### src/rtl/fpacc_seq_if.sv
// Handshake bundle for fpacc_seq: element stream in, fpadd start/done link, frame total out.
// master is the sequencer side; slave is the surrounding datapath (operand buffer, fpadd, writeback).
interface fpacc_seq_if #(
  parameter int CNT_W = 16
);
  logic             in_valid;
  logic [31:0]      in_data;
  logic             in_last;
  logic             in_ready;
  logic             add_start;
  logic [31:0]      add_a;
  logic [31:0]      add_b;
  logic [31:0]      add_sum;
  logic             add_done;
  logic             out_valid;
  logic [31:0]      out_sum;
  logic [CNT_W-1:0] out_count;
  logic             out_ready;
  logic             busy;
  logic             err;

  modport master (
    input  in_valid, in_data, in_last, add_sum, add_done, out_ready,
    output in_ready, add_start, add_a, add_b, out_valid, out_sum, out_count, busy, err
  );

  modport slave (
    output in_valid, in_data, in_last, add_sum, add_done, out_ready,
    input  in_ready, add_start, add_a, add_b, out_valid, out_sum, out_count, busy, err
  );
endinterface

### src/rtl/fpacc_seq.sv
// Streaming FP32 accumulation sequencer driving one fpadd over a start/done handshake.
// Optional add_done timeout with sticky err is enabled by defining FPACC_TIMEOUT_EN.
//
// state | meaning
// IDLE  | ready for an element; first element of a frame loads acc directly
// ISSUE | add_start pulse with add_a/add_b held
// GUARD | dead cycle so a stale add_done from the previous op is never sampled
// WAIT  | waiting for add_done, then acc <= add_sum
// OUT   | frame total presented until out_ready
module fpacc_seq #(
  parameter int CNT_W          = 16,
  parameter int TIMEOUT_CYCLES = 64
) (
  input logic         clk,
  input logic         reset,
  fpacc_seq_if.master bus
);

  localparam logic [2:0] IDLE  = 3'd0;
  localparam logic [2:0] ISSUE = 3'd1;
  localparam logic [2:0] GUARD = 3'd2;
  localparam logic [2:0] WAIT  = 3'd3;
  localparam logic [2:0] OUT   = 3'd4;

  localparam logic [CNT_W-1:0] CNT_MAX = '1;

  if (TIMEOUT_CYCLES < 2) begin : g_tmo_check
    $error("fpacc_seq: TIMEOUT_CYCLES must be at least 2");
  end

  logic [2:0]       state;
  logic [31:0]      acc;
  logic [31:0]      op_a;
  logic [31:0]      op_b;
  logic [CNT_W-1:0] count;
  logic             last_q;
  logic             first;
  logic             tmo;

  // in_ready is also gated by reset so it reads 0 while reset is held
  assign bus.in_ready  = (state == IDLE) && reset;
  assign bus.add_start = (state == ISSUE);
  assign bus.add_a     = op_a;
  assign bus.add_b     = op_b;
  assign bus.out_valid = (state == OUT);
  assign bus.out_sum   = acc;
  assign bus.out_count = count;
  assign bus.busy      = (state != IDLE);

  always_ff @(posedge clk or negedge reset) begin
    if (!reset) begin
      state  <= IDLE;
      acc    <= '0;
      op_a   <= '0;
      op_b   <= '0;
      count  <= '0;
      last_q <= 1'b0;
      first  <= 1'b1;
    end else begin
      case (state)
        IDLE: begin
          if (bus.in_valid) begin
            last_q <= bus.in_last;
            if (first) begin
              acc   <= bus.in_data;
              count <= CNT_W'(1);
              first <= 1'b0;
              if (bus.in_last) state <= OUT;
            end else begin
              op_a  <= acc;
              op_b  <= bus.in_data;
              count <= (count == CNT_MAX) ? count : count + CNT_W'(1);
              state <= ISSUE;
            end
          end
        end
        ISSUE: state <= GUARD;
        GUARD: state <= WAIT;
        WAIT: begin
          if (bus.add_done) begin
            acc   <= bus.add_sum;
            state <= last_q ? OUT : IDLE;
          end else if (tmo) begin
            state <= OUT;
          end
        end
        OUT: begin
          if (bus.out_ready) begin
            first <= 1'b1;
            count <= '0;
            state <= IDLE;
          end
        end
        default: state <= IDLE;
      endcase
    end
  end

`ifdef FPACC_TIMEOUT_EN
  localparam int TMR_W = $clog2(TIMEOUT_CYCLES + 1);

  logic [TMR_W-1:0] tmr;
  logic             err_q;

  // Loaded in ISSUE, held in GUARD, counts in WAIT: reaches zero TIMEOUT_CYCLES after the start cycle
  always_ff @(posedge clk or negedge reset) begin
    if (!reset) begin
      tmr   <= '0;
      err_q <= 1'b0;
    end else begin
      if (state == ISSUE) tmr <= TMR_W'(TIMEOUT_CYCLES - 2);
      else if (state == WAIT && tmr != '0) tmr <= tmr - TMR_W'(1);
      if (tmo) err_q <= 1'b1;
    end
  end

  assign tmo     = (state == WAIT) && !bus.add_done && (tmr == '0);
  assign bus.err = err_q;
`else
  assign tmo     = 1'b0;
  assign bus.err = 1'b0;
`endif

endmodule

### src/flat_wrapper.sv
// flat-port wrapper written by rule: the top's interface ports become plain ports
module fpacc_seq_flat 
#(
  parameter int CNT_W          = 16,
  parameter int TIMEOUT_CYCLES = 64
)
  (clk, reset, bus_in_valid, bus_in_data, bus_in_last, bus_add_sum, bus_add_done, bus_out_ready, bus_in_ready, bus_add_start, bus_add_a, bus_add_b, bus_out_valid, bus_out_sum, bus_out_count, bus_busy, bus_err);
  fpacc_seq_if #(.CNT_W(CNT_W)) bus_i ();
  input logic clk;
  input logic reset;
  input wire logic [$bits(bus_i.in_valid)-1:0] bus_in_valid;
  input wire logic [$bits(bus_i.in_data)-1:0] bus_in_data;
  input wire logic [$bits(bus_i.in_last)-1:0] bus_in_last;
  input wire logic [$bits(bus_i.add_sum)-1:0] bus_add_sum;
  input wire logic [$bits(bus_i.add_done)-1:0] bus_add_done;
  input wire logic [$bits(bus_i.out_ready)-1:0] bus_out_ready;
  output wire logic [$bits(bus_i.in_ready)-1:0] bus_in_ready;
  output wire logic [$bits(bus_i.add_start)-1:0] bus_add_start;
  output wire logic [$bits(bus_i.add_a)-1:0] bus_add_a;
  output wire logic [$bits(bus_i.add_b)-1:0] bus_add_b;
  output wire logic [$bits(bus_i.out_valid)-1:0] bus_out_valid;
  output wire logic [$bits(bus_i.out_sum)-1:0] bus_out_sum;
  output wire logic [$bits(bus_i.out_count)-1:0] bus_out_count;
  output wire logic [$bits(bus_i.busy)-1:0] bus_busy;
  output wire logic [$bits(bus_i.err)-1:0] bus_err;
  assign bus_i.in_valid = bus_in_valid;
  assign bus_i.in_data = bus_in_data;
  assign bus_i.in_last = bus_in_last;
  assign bus_i.add_sum = bus_add_sum;
  assign bus_i.add_done = bus_add_done;
  assign bus_i.out_ready = bus_out_ready;
  assign bus_in_ready = bus_i.in_ready;
  assign bus_add_start = bus_i.add_start;
  assign bus_add_a = bus_i.add_a;
  assign bus_add_b = bus_i.add_b;
  assign bus_out_valid = bus_i.out_valid;
  assign bus_out_sum = bus_i.out_sum;
  assign bus_out_count = bus_i.out_count;
  assign bus_busy = bus_i.busy;
  assign bus_err = bus_i.err;
  fpacc_seq #(.CNT_W(CNT_W), .TIMEOUT_CYCLES(TIMEOUT_CYCLES)) u_core (.clk(clk), .reset(reset), .bus(bus_i));
endmodule
### config.mk
export PLATFORM = sky130hd
export DESIGN_NAME = fpacc_seq_flat
export DESIGN_NICKNAME = d
export VERILOG_FILES = /design/src/rtl/fpacc_seq_if.sv /design/src/rtl/fpacc_seq.sv /design/src/flat_wrapper.sv
export SDC_FILE = /design/constraint.sdc
export NUM_CORES = 1
export LEC_CHECK = 0
export ABC_CLOCK_PERIOD_IN_PS = 4200
export CAP_MARGIN = 20
export CELL_PAD_IN_SITES_DETAIL_PLACEMENT = 0
export CELL_PAD_IN_SITES_GLOBAL_PLACEMENT = 1
export CORE_ASPECT_RATIO = 1.5
export CORE_UTILIZATION = 35
export CTS_CLUSTER_SIZE = 8
export DETAILED_ROUTE_END_ITERATION = 6
export PLACE_DENSITY_LB_ADDON = 0.1
export SLEW_MARGIN = 20
export SYNTH_ARGS = -nofsm -noshare
export SYNTH_HDL_FRONTEND = slang
export SYNTH_SLANG_ARGS = --single-unit
export TNS_END_PERCENT = 1
### constraint.sdc
create_clock -name clk -period 4.2 [get_ports clk]
set_input_delay 0.63 -clock clk [delete_from_list [all_inputs] [get_ports clk]]
set_output_delay 0.63 -clock clk [all_outputs]
set_load 0.02 [all_outputs]
; Word level (Yosys, flattened, before mapping)
; Cells that the tools add are included.
[totals]
ff_bits = 117
in_bits = 70
out_inout_bits = 117
elab_cells = 50
[op_classes]
n_addsub = 1
n_eq_ne = 11
n_mux = 19
n_bitwise = 1
n_reduce_logical = 11
[op_table]
columns = cell, n
row1 = two-way mux 32 bit, 3
row2 = two-way mux 16 bit, 4
row3 = case mux 32 bit (2 select lines), 1
row4 = case mux 16 bit (2 select lines), 1
row5 = two-way mux 3 bit, 6
row6 = "adder 16 x 1 -> 16 bit, second input constant", 1
row7 = "== test 16 bit, second input constant", 1
row8 = case mux 3 bit (5 select lines), 1
row9 = AND reduction 4 bit, 3
row10 = "== test 3 x 2 -> 1 bit, second input constant", 2
row11 = "!= test 2 bit, second input constant", 3
row12 = AND reduction 3 bit, 2
row13 = nonzero test 2 bit, 2
row14 = "== test 3 x 1 -> 1 bit, second input constant", 1
row15 = "== test 3 bit, second input constant", 1
row16 = zero test 3 bit, 1
row17 = "!= test 3 x 2 -> 1 bit, second input constant", 1
row18 = "!= test 3 bit, second input constant", 1
row19 = nonzero test 3 bit, 1
row20 = two-way mux 1 bit, 2
row21 = "!= test 2 x 1 -> 1 bit, second input constant", 1
row22 = case mux 1 bit (2 select lines), 1
row23 = AND reduction 2 bit, 1
row24 = logical AND 1 bit, 1
row25 = NOT 1 bit, 1

; Longest topological paths before layout
; Gate-level depths: netlist (run 1).
[logic_depth]
word_depth = 5
depth_mapped = 8
mapped_depth_nobuf = 6

; Worst setup path before layout (run 1)
; Ideal clock, no wire load.
[synth_path]
path_type = register -> register
startpoint = reg u_core.count[0], in the netlist u_core.bus.out_count[0]
endpoint = reg u_core.count[2], in the netlist u_core.bus.out_count[2]
setup_time_ps = 78
arrival_time_ps = 1905
required_ps = 4122
slack_ps = 2217
stages_incl_launch_ff = 8
n_path_buf = 1
synth_period_minus_slack_ps = 1983
cell_sequence = dfrtp_1 ha_1 nand3_2 or4_4 o21ai_2 buf_6 o21ai_1 o21ai_1
[synth_via]
elab_chain_cells = 5
elab_cells_between_ends = 8
classes_between = 1 x add/sub / 2 x eq/ne / 4 x mux / 1 x reduce/logical
[synth_lines]
columns = element, line
row1 = start: declaration, fpacc_seq.sv:35  ; logic [CNT_W-1:0] count;
row2 = start signal: assignment, fpacc_seq.sv:72  ; count <= (count == CNT_MAX) ? count : count + CNT_W'(1);
row3 = adder 16 x 1 -> 16 bit, fpacc_seq.sv:72
row4 = two-way mux 16 bit, fpacc_seq.sv:72
row5 = two-way mux 16 bit, fpacc_seq.sv:64  ; if (first) begin
row6 = two-way mux 16 bit, fpacc_seq.sv:62  ; if (bus.in_valid) begin
row7 = case mux 16 bit (2 select lines), fpacc_seq.sv:60  ; case (state)
; Several ways; a longest one is shown, not always the timed one. The select of a mux whose other input is x is not followed.
; A chain may end at the register's enable or synchronous reset.

; Final worst setup path (run 1)
[layout_path]
startpoint = reg u_core.state[2]
endpoint = out bus_in_ready
[layout_via]
elab_chain_cells = 2
[layout_lines]
columns = element, line
row1 = start: declaration, fpacc_seq.sv:31  ; logic [2:0] state;
row2 = start signal: assignment, fpacc_seq.sv:82  ; state <= last_q ? OUT : IDLE;
row3 = zero test 3 bit, fpacc_seq.sv:41  ; assign bus.in_ready = (state == IDLE) && reset;
row4 = logical AND 1 bit, fpacc_seq.sv:41
row5 = end: declaration, flat_wrapper.sv:17  ; output wire logic [$bits(bus_i.in_ready)-1:0] bus_in_ready;
; No other way between the ends.

==> results by group, run 1 <==
Global routing
  – Number of global-route vias before repair: 4459
  – First-pass GRT wire length: 22.8 mm
  – Maximum number of pins on one net before global-route repair: 65
  – Initial antenna violation count: 0
  – GRT Total Usage: 0.198
  – Overflow after GRT: 0

CTS
  – Reg clk slew, reported paths: 0.05 ns
  – Skew-Pair Late Insertion Delay: 0.41 ns
  – CTS sink cnt: 117
  – CTS max path bufs: 2
  – CTS tree: built
  – CTS Hold Buffers Added: 0
  – Clock root cell: clkbuf_16
  – TritonCTS Buffers: 17
  – Post-CTS setup repair buffer count: 0
  – Resized Gates After CTS: 0
  – H-tree depth: 4

Place
  – Detailed placement HPWL: 9.93 mm
  – Port Buf Inserts: 185
  – GPL Wtd Cong: 0.772

Finish
  – Fillcell total: 1313
  – Register area: 0.00293 mm2
  – Multi-input gate area: 0.00202 mm2
  – Antenna Cells: 0
  – Share of layout cells above drive strength 1: 0.0722
  – Layout overhead on the synthesized area: 52.5%
  – Final #Nets: 806

Critical path
  – Crit path launch type: register
  – Critical path data required time: 3.57 ns
  – Critical path class: reg -> out
  – Crit-path max FO: 10
  – Crit path DAT: 2.16 ns
  – Crit end category: output pin
  – R2R Setup Slk: 1.89 ns

STA
  – Fin crit period: 2.79 ns
  – Fmax: 358 MHz
  – Final hold viol count: 0
  – Final Setup Violations: 0
  – Max Slew Vio Count: 0
  – Fin crit share: 0.664
  – Final clock skew: 0.0147 ns
  – Relative slew slack: 0.449
  – RSZ-0062 raised after global routing: false
  – Worst slew pin tran: 0.827 ns
  – Setup TNS: 0 ns

Die
  – Initial Util: 0.361
  – FP Rows: 53
  – Floorplan core area: 0.0141 mm2
  – Die X: 101 um
  – Die ar.: 0.0150 mm2
  – Vert. Die Dim: 150 um
  – Ports: 187

Detailed routing
  – DRC viols: 0
  – DR iter-0 viols: 161
  – Routed WL: 14.3 mm
  – DR vias/cell: 4.76
  – ANT nets after route: 0
  – Wirelength per Cell: 15.2 um
  – Routed vias: 4473
  – First-pass DRT Iterations: 4

Logic synthesis
  – Mean Syn Cell Area: 9.18 um2
  – Post-Syn Area: 0.00509 mm2
  – Mapped Cells: 555
  – Post-Syn Nets: 626
  – Count leader, synth: nand2_1
  – Yosys top cell area share: 0.570
  – Synth unique cells: 46
  – Async SR Flop Fraction: 1.00
  – Sequential fraction of the synthesis area: 0.575
  – Synth top cells by count: nand2_1, dfrtp_1, nor2_1
  – Area leader, netlist: dfrtp_1
  – Post-synth EDFFs: 0
  – Synth Flop Type: dfrtp_1
  – Synth warnings: 0
  – Synth top area cells: dfrtp_1, nand2_1, mux2i_1
  – Synth Register Bits: 117

Power and ir drop
  – Leakage power: 3.44 nW
  – Pwr dens: 849 mW/mm2
  – Power Total: 6.60 mW
  – VDD IR max: 0.375 mV

Outcome
  – Run status: finished, final reports clean

Worst hold path
  – HP Class: in -> async

Job
  – MaxCap Viol Count: 0
## per-stage QoR
step	area (um2)	setup slack, ns	util	hold WS (ns)	cells
3_3_place_gp	7110	1.71	0.503	0.458	908
3_5_place_dp	7110	1.64	0.503	0.461	908
6_report	7770	1.41	0.550	0.390	940
4_1_cts	7770	1.37	0.550	0.419	940
5_1_grt	7770	1.20	0.550	0.444	940
2_1_floorplan	5090	2.22	-	0.334	555
## flip-flops by register name, indices dropped and copies added (netlist names)
name                  cells
u_core.bus.add_a         32
u_core.bus.add_b         32
u_core.bus.out_sum       32
u_core.bus.out_count     16
u_core.state              3
u_core.first              1
u_core.last_q             1
## critical path: stages, from the launching register on
cell	delay, ns
dfrtp_1	0.54
nor3_1	0.45
and2_1	0.18
clkdlybuf4s50_1	0.59
## power by group
part           total, mW  switching [mW]  internal (mW)  leakage (nW)
combinational       2.95            1.62           1.33          1.71
sequential          2.04           0.406           1.64          1.41
clock               1.60           0.525           1.08         0.318
total               6.60            2.55           4.04          3.44
## cells by family after synthesis
kind of cell	after synthesis	share of synthesized area
mux	34	0.0673
buf+inv	35	0.0317
flops	117	0.575
fa+ha+maj	1	0.00246
other cells	1	0.000736
simple gates	291	0.236
compound gates	76	0.0870
## placed cells by master (no fill, tap or decap), types with 6 or more instances in the layout
cell / count
nand2_1: 207
clkdlybuf4s50_1: 184
dfrtp_1: 116
nor2_1: 50
a21oi_1: 36
mux2i_1: 32
clkbuf_16: 17
o21ai_0: 10
o21ai_1: 8
buf_4: 8
nand3_1: 7
nand4_1: 6
## cell type report
type,count,share of cell area
sequential,117,0.377
multi-input combinational,403,0.260
timing repair buffer,192,0.245
clock buffer,18,0.0565
tap,192,0.0309
clock inverter,14,0.0287
inverter,4,0.00193
## final timing paths
kind | to | depth (start not counted) | startpoint
hold reg to reg | u_core.bus.add_a[21] | 2 | u_core.bus.add_a[21]
setup reg to reg | u_core.bus.out_count[3] | 5 | u_core.state[2]
min in group clk | u_core.bus.add_a[21] | 2 | u_core.bus.add_a[21]
setup / recovery | bus_in_ready | 3 | u_core.state[2]
max in group asynchronous | u_core.bus.out_sum[6] | 3 | reset
hold / removal | u_core.bus.add_b[27] | 2 | reset
## metal layers
metal	share of wire	up-vias	wire [um]	track usage
met2	0.53	144	7640	0.349
met1	0.40	2130	5780	0.234
met5	0	-	0	0
met4	0.0079	0	113	0.0587
li1	-	2191	-	-
met3	0.054	8	778	0.0542
Power figures use the tool's default switching activity.
==> inputs of run 2 (changes only) <==
- ABC_CLOCK_PERIOD_IN_PS: 4200 -> 2400
- CORE_UTILIZATION: 35 -> 29
- clock period: 4.2 -> 2.4 ns (I/O delays scaled with it)
==> results by group, run 2 (synthesis results as in run 1) <==
Critical path
  – Crit path DAT: 1.95 ns (-0.21 ns)
  – Worst Setup SP: u_core.state[2]
  – R2R Setup Slk: 0.34 ns (-1.55 ns)
  – Delay of the slowest critical-path stage: 0.59 ns (about the same)
  – Critical path's slowest cell: clkdlybuf4s50_1
  – Crit path launch type: register
  – Crit-path max FO: 10 (unchanged)
  – Crit path cell chain: nor3_1 > and2_1 > clkdlybuf4s50_1
  – Critical path class: reg -> out
  – Reg2Reg Launch Point: u_core.bus.out_count[0]
  – Critical path data required time: 2.04 ns (-1.53 ns)
  – Crit end category: output pin

Place
  – GPL Wtd Cong: 0.767 (-0.65%)
  – Port Buf Inserts: 185 (unchanged)
  – Detailed placement HPWL: 10.3 mm (+3.4%)
  – Placed Cells: 936 (+3.1%)

STA
  – Final Setup Violations: 0 (unchanged)
  – Max Slew Vio Count: 0 (unchanged)
  – Fin crit period: 2.31 ns
  – RSZ-0062 raised after global routing: false
  – Hold_ws: 0.0420 ns (-0.348 ns)
  – Setup TNS: 0 ns (unchanged)
  – Relative slew slack: 0.525 (+0.0767)
  – Worst slew pin tran: 0.712 ns (-0.115 ns)
  – Fmax: 433 MHz
  – Final hold viol count: 0 (unchanged)
  – Final clock skew: 0.00753 ns (-0.00720 ns)
  – Fin crit share: 0.962

Die
  – Die ar.: 0.0181 mm2 (+20%)
  – Floorplan core area: 0.0173 mm2 (+22%)
  – Die X: 110 um (+9.7%)
  – Initial Util: 0.295 (-0.0657)
  – FP Rows: 59 (+11%)
  – Ports: 187 (unchanged)
  – Vert. Die Dim: 164 um (+9.7%)

Power and ir drop
  – VDD IR max: 0.730 mV (+95%)
  – Sequential power share: 0.315 (+0.005)
  – Combinational cell fraction of total power: 0.471 (+0.023)
  – Switching pwr: 4.46 mW (+75%)
  – Sw Share: 0.394 (+0.00657)
  – Clock share of power: 0.214 (-0.029)
  – Internal power: 6.87 mW (+70%)
  – Pwr dens: 1450 mW/mm2 (+71%)
  – Leakage power: 3.44 nW (about the same)

CTS
  – CTS sink cnt: 117 (unchanged)
  – Reg clk slew, reported paths: 0.05 ns (about the same)
  – CTS max path bufs: 2 (unchanged)
  – Post-CTS setup repair buffer count: 0 (unchanged)
  – Skew-Pair Late Insertion Delay: 0.41 ns (about the same)
  – TritonCTS Buffers: 17 (unchanged)
  – CTS tree: built
  – Clock root cell: clkbuf_16
  – H-tree depth: 4 (unchanged)

Finish
  – Commonest non-fill, non-tap cell in the layout: nand2_1
  – Commonest cells after routing, fill and taps aside: nand2_1, clkdlybuf4s50_1, dfrtp_1, nor2_1, a21oi_1
  – Final #Nets: 813 (+0.87%)
  – Share of layout cells above drive strength 1: 0.0769 (+0.00473)
  – Post-route insts no fill: 967 (+2.9%)
  – Layout overhead on the synthesized area: 53.3%
  – Multi-input gate area: 0.00202 mm2 (unchanged)
  – Register area: 0.00293 mm2 (about the same)
  – Fillcell total: 1697 (+29%)
  – Antenna Cells: 0 (unchanged)

Global routing
  – Number of global-route vias before repair: 4502 (+0.96%)
  – Maximum number of pins on one net before global-route repair: 118 (+82%)
  – Initial antenna violation count: 0 (unchanged)
  – Overflow after GRT: 0 (unchanged)
  – GRT Total Usage: 0.175 (-0.0235)
  – First-pass GRT wire length: 23.6 mm (+3.7%)

Detailed routing
  – DR iter-0 viols: 182 (+13%)
  – DR vias/cell: 4.61 (-3.1%)
  – Routed vias: 4458 (-0.34%)
  – First-pass DRT Iterations: 5 (+1)
  – DRC viols: 0 (unchanged)
  – Wirelength per Cell: 15.6 um (+2.3%)
  – Routed WL: 15.1 mm (+5.3%)
  – ANT nets after route: 0 (unchanged)

Worst hold path
  – HP Class: in -> async

Outcome
  – Run status: finished, final reports clean

Job
  – MaxCap Viol Count: 0 (unchanged)
## run 2: layer usage
metal | wire length [um] | up-vias | GRT usage | part of all wire
met5 | 0 | - | 0 | 0
met4 | 165 | 0 | 0.0532 | 0.011
met3 | 899 | 9 | 0.0496 | 0.060
met2 | 7910 | 134 | 0.309 | 0.52
met1 | 6090 | 2096 | 0.202 | 0.40
li1 | - | 2219 | - | -
## run 2: stage by stage
step	util	power, mW	setup WS (ns)	cell area [um2]
2_1_floorplan	-	6.35	0.417	5090
3_3_place_gp	0.420	8.98	0.390	7250
3_5_place_dp	0.420	9.03	0.355	7250
4_1_cts	0.452	11.5	0.00106	7800
5_1_grt	0.452	12.1	0.00981	7810
6_report	0.452	11.3	0.0910	7810
## run 2: path summary, 6_finish.rpt
path,depth (start not counted),endpoint
setup / recovery,3,bus_in_ready
hold / removal,2,u_core.bus.add_b[29]
setup reg to reg,7,u_core.bus.out_count[13]
hold reg to reg,2,u_core.bus.add_a[3]
max in group asynchronous,2,u_core.bus.add_a[15]
min in group clk,2,u_core.bus.add_a[3]
## run 2: power groups by stage
stage                     Sequential [mW]  Combinational, mW  Clock, mW
final                                3.56               5.34       2.42
after global routing                 3.70               5.83       2.57
after CTS                            3.58               5.46       2.49
after detailed placement             3.59               5.44          0
after global placement               3.55               5.43          0
after floorplan                      4.43               1.92          0
## run 2: cell type report
class	instances	area share
clock buffers	21	0.0577
clock inverters	10	0.0138
inverters	4	0.00192
multi-input cells	403	0.259
flip-flops and latches	117	0.375
well taps	213	0.0341
repair buffers	199	0.258
## run 2: what timing repair did
action                                  in CTS  in global routing
endpoints found under the setup margin       0                  3
hold endpoints to repair                     0                  0
hold buffers                                 0                  0
gates resized for setup                      0                  1
## run 2: worst max-delay path, delay by kind of cell, from the launching register on
kind                   cells  cell delay, ns
DFF                        1            0.50
buffers and inverters      1            0.59
and+or+nand+nor            2            0.46
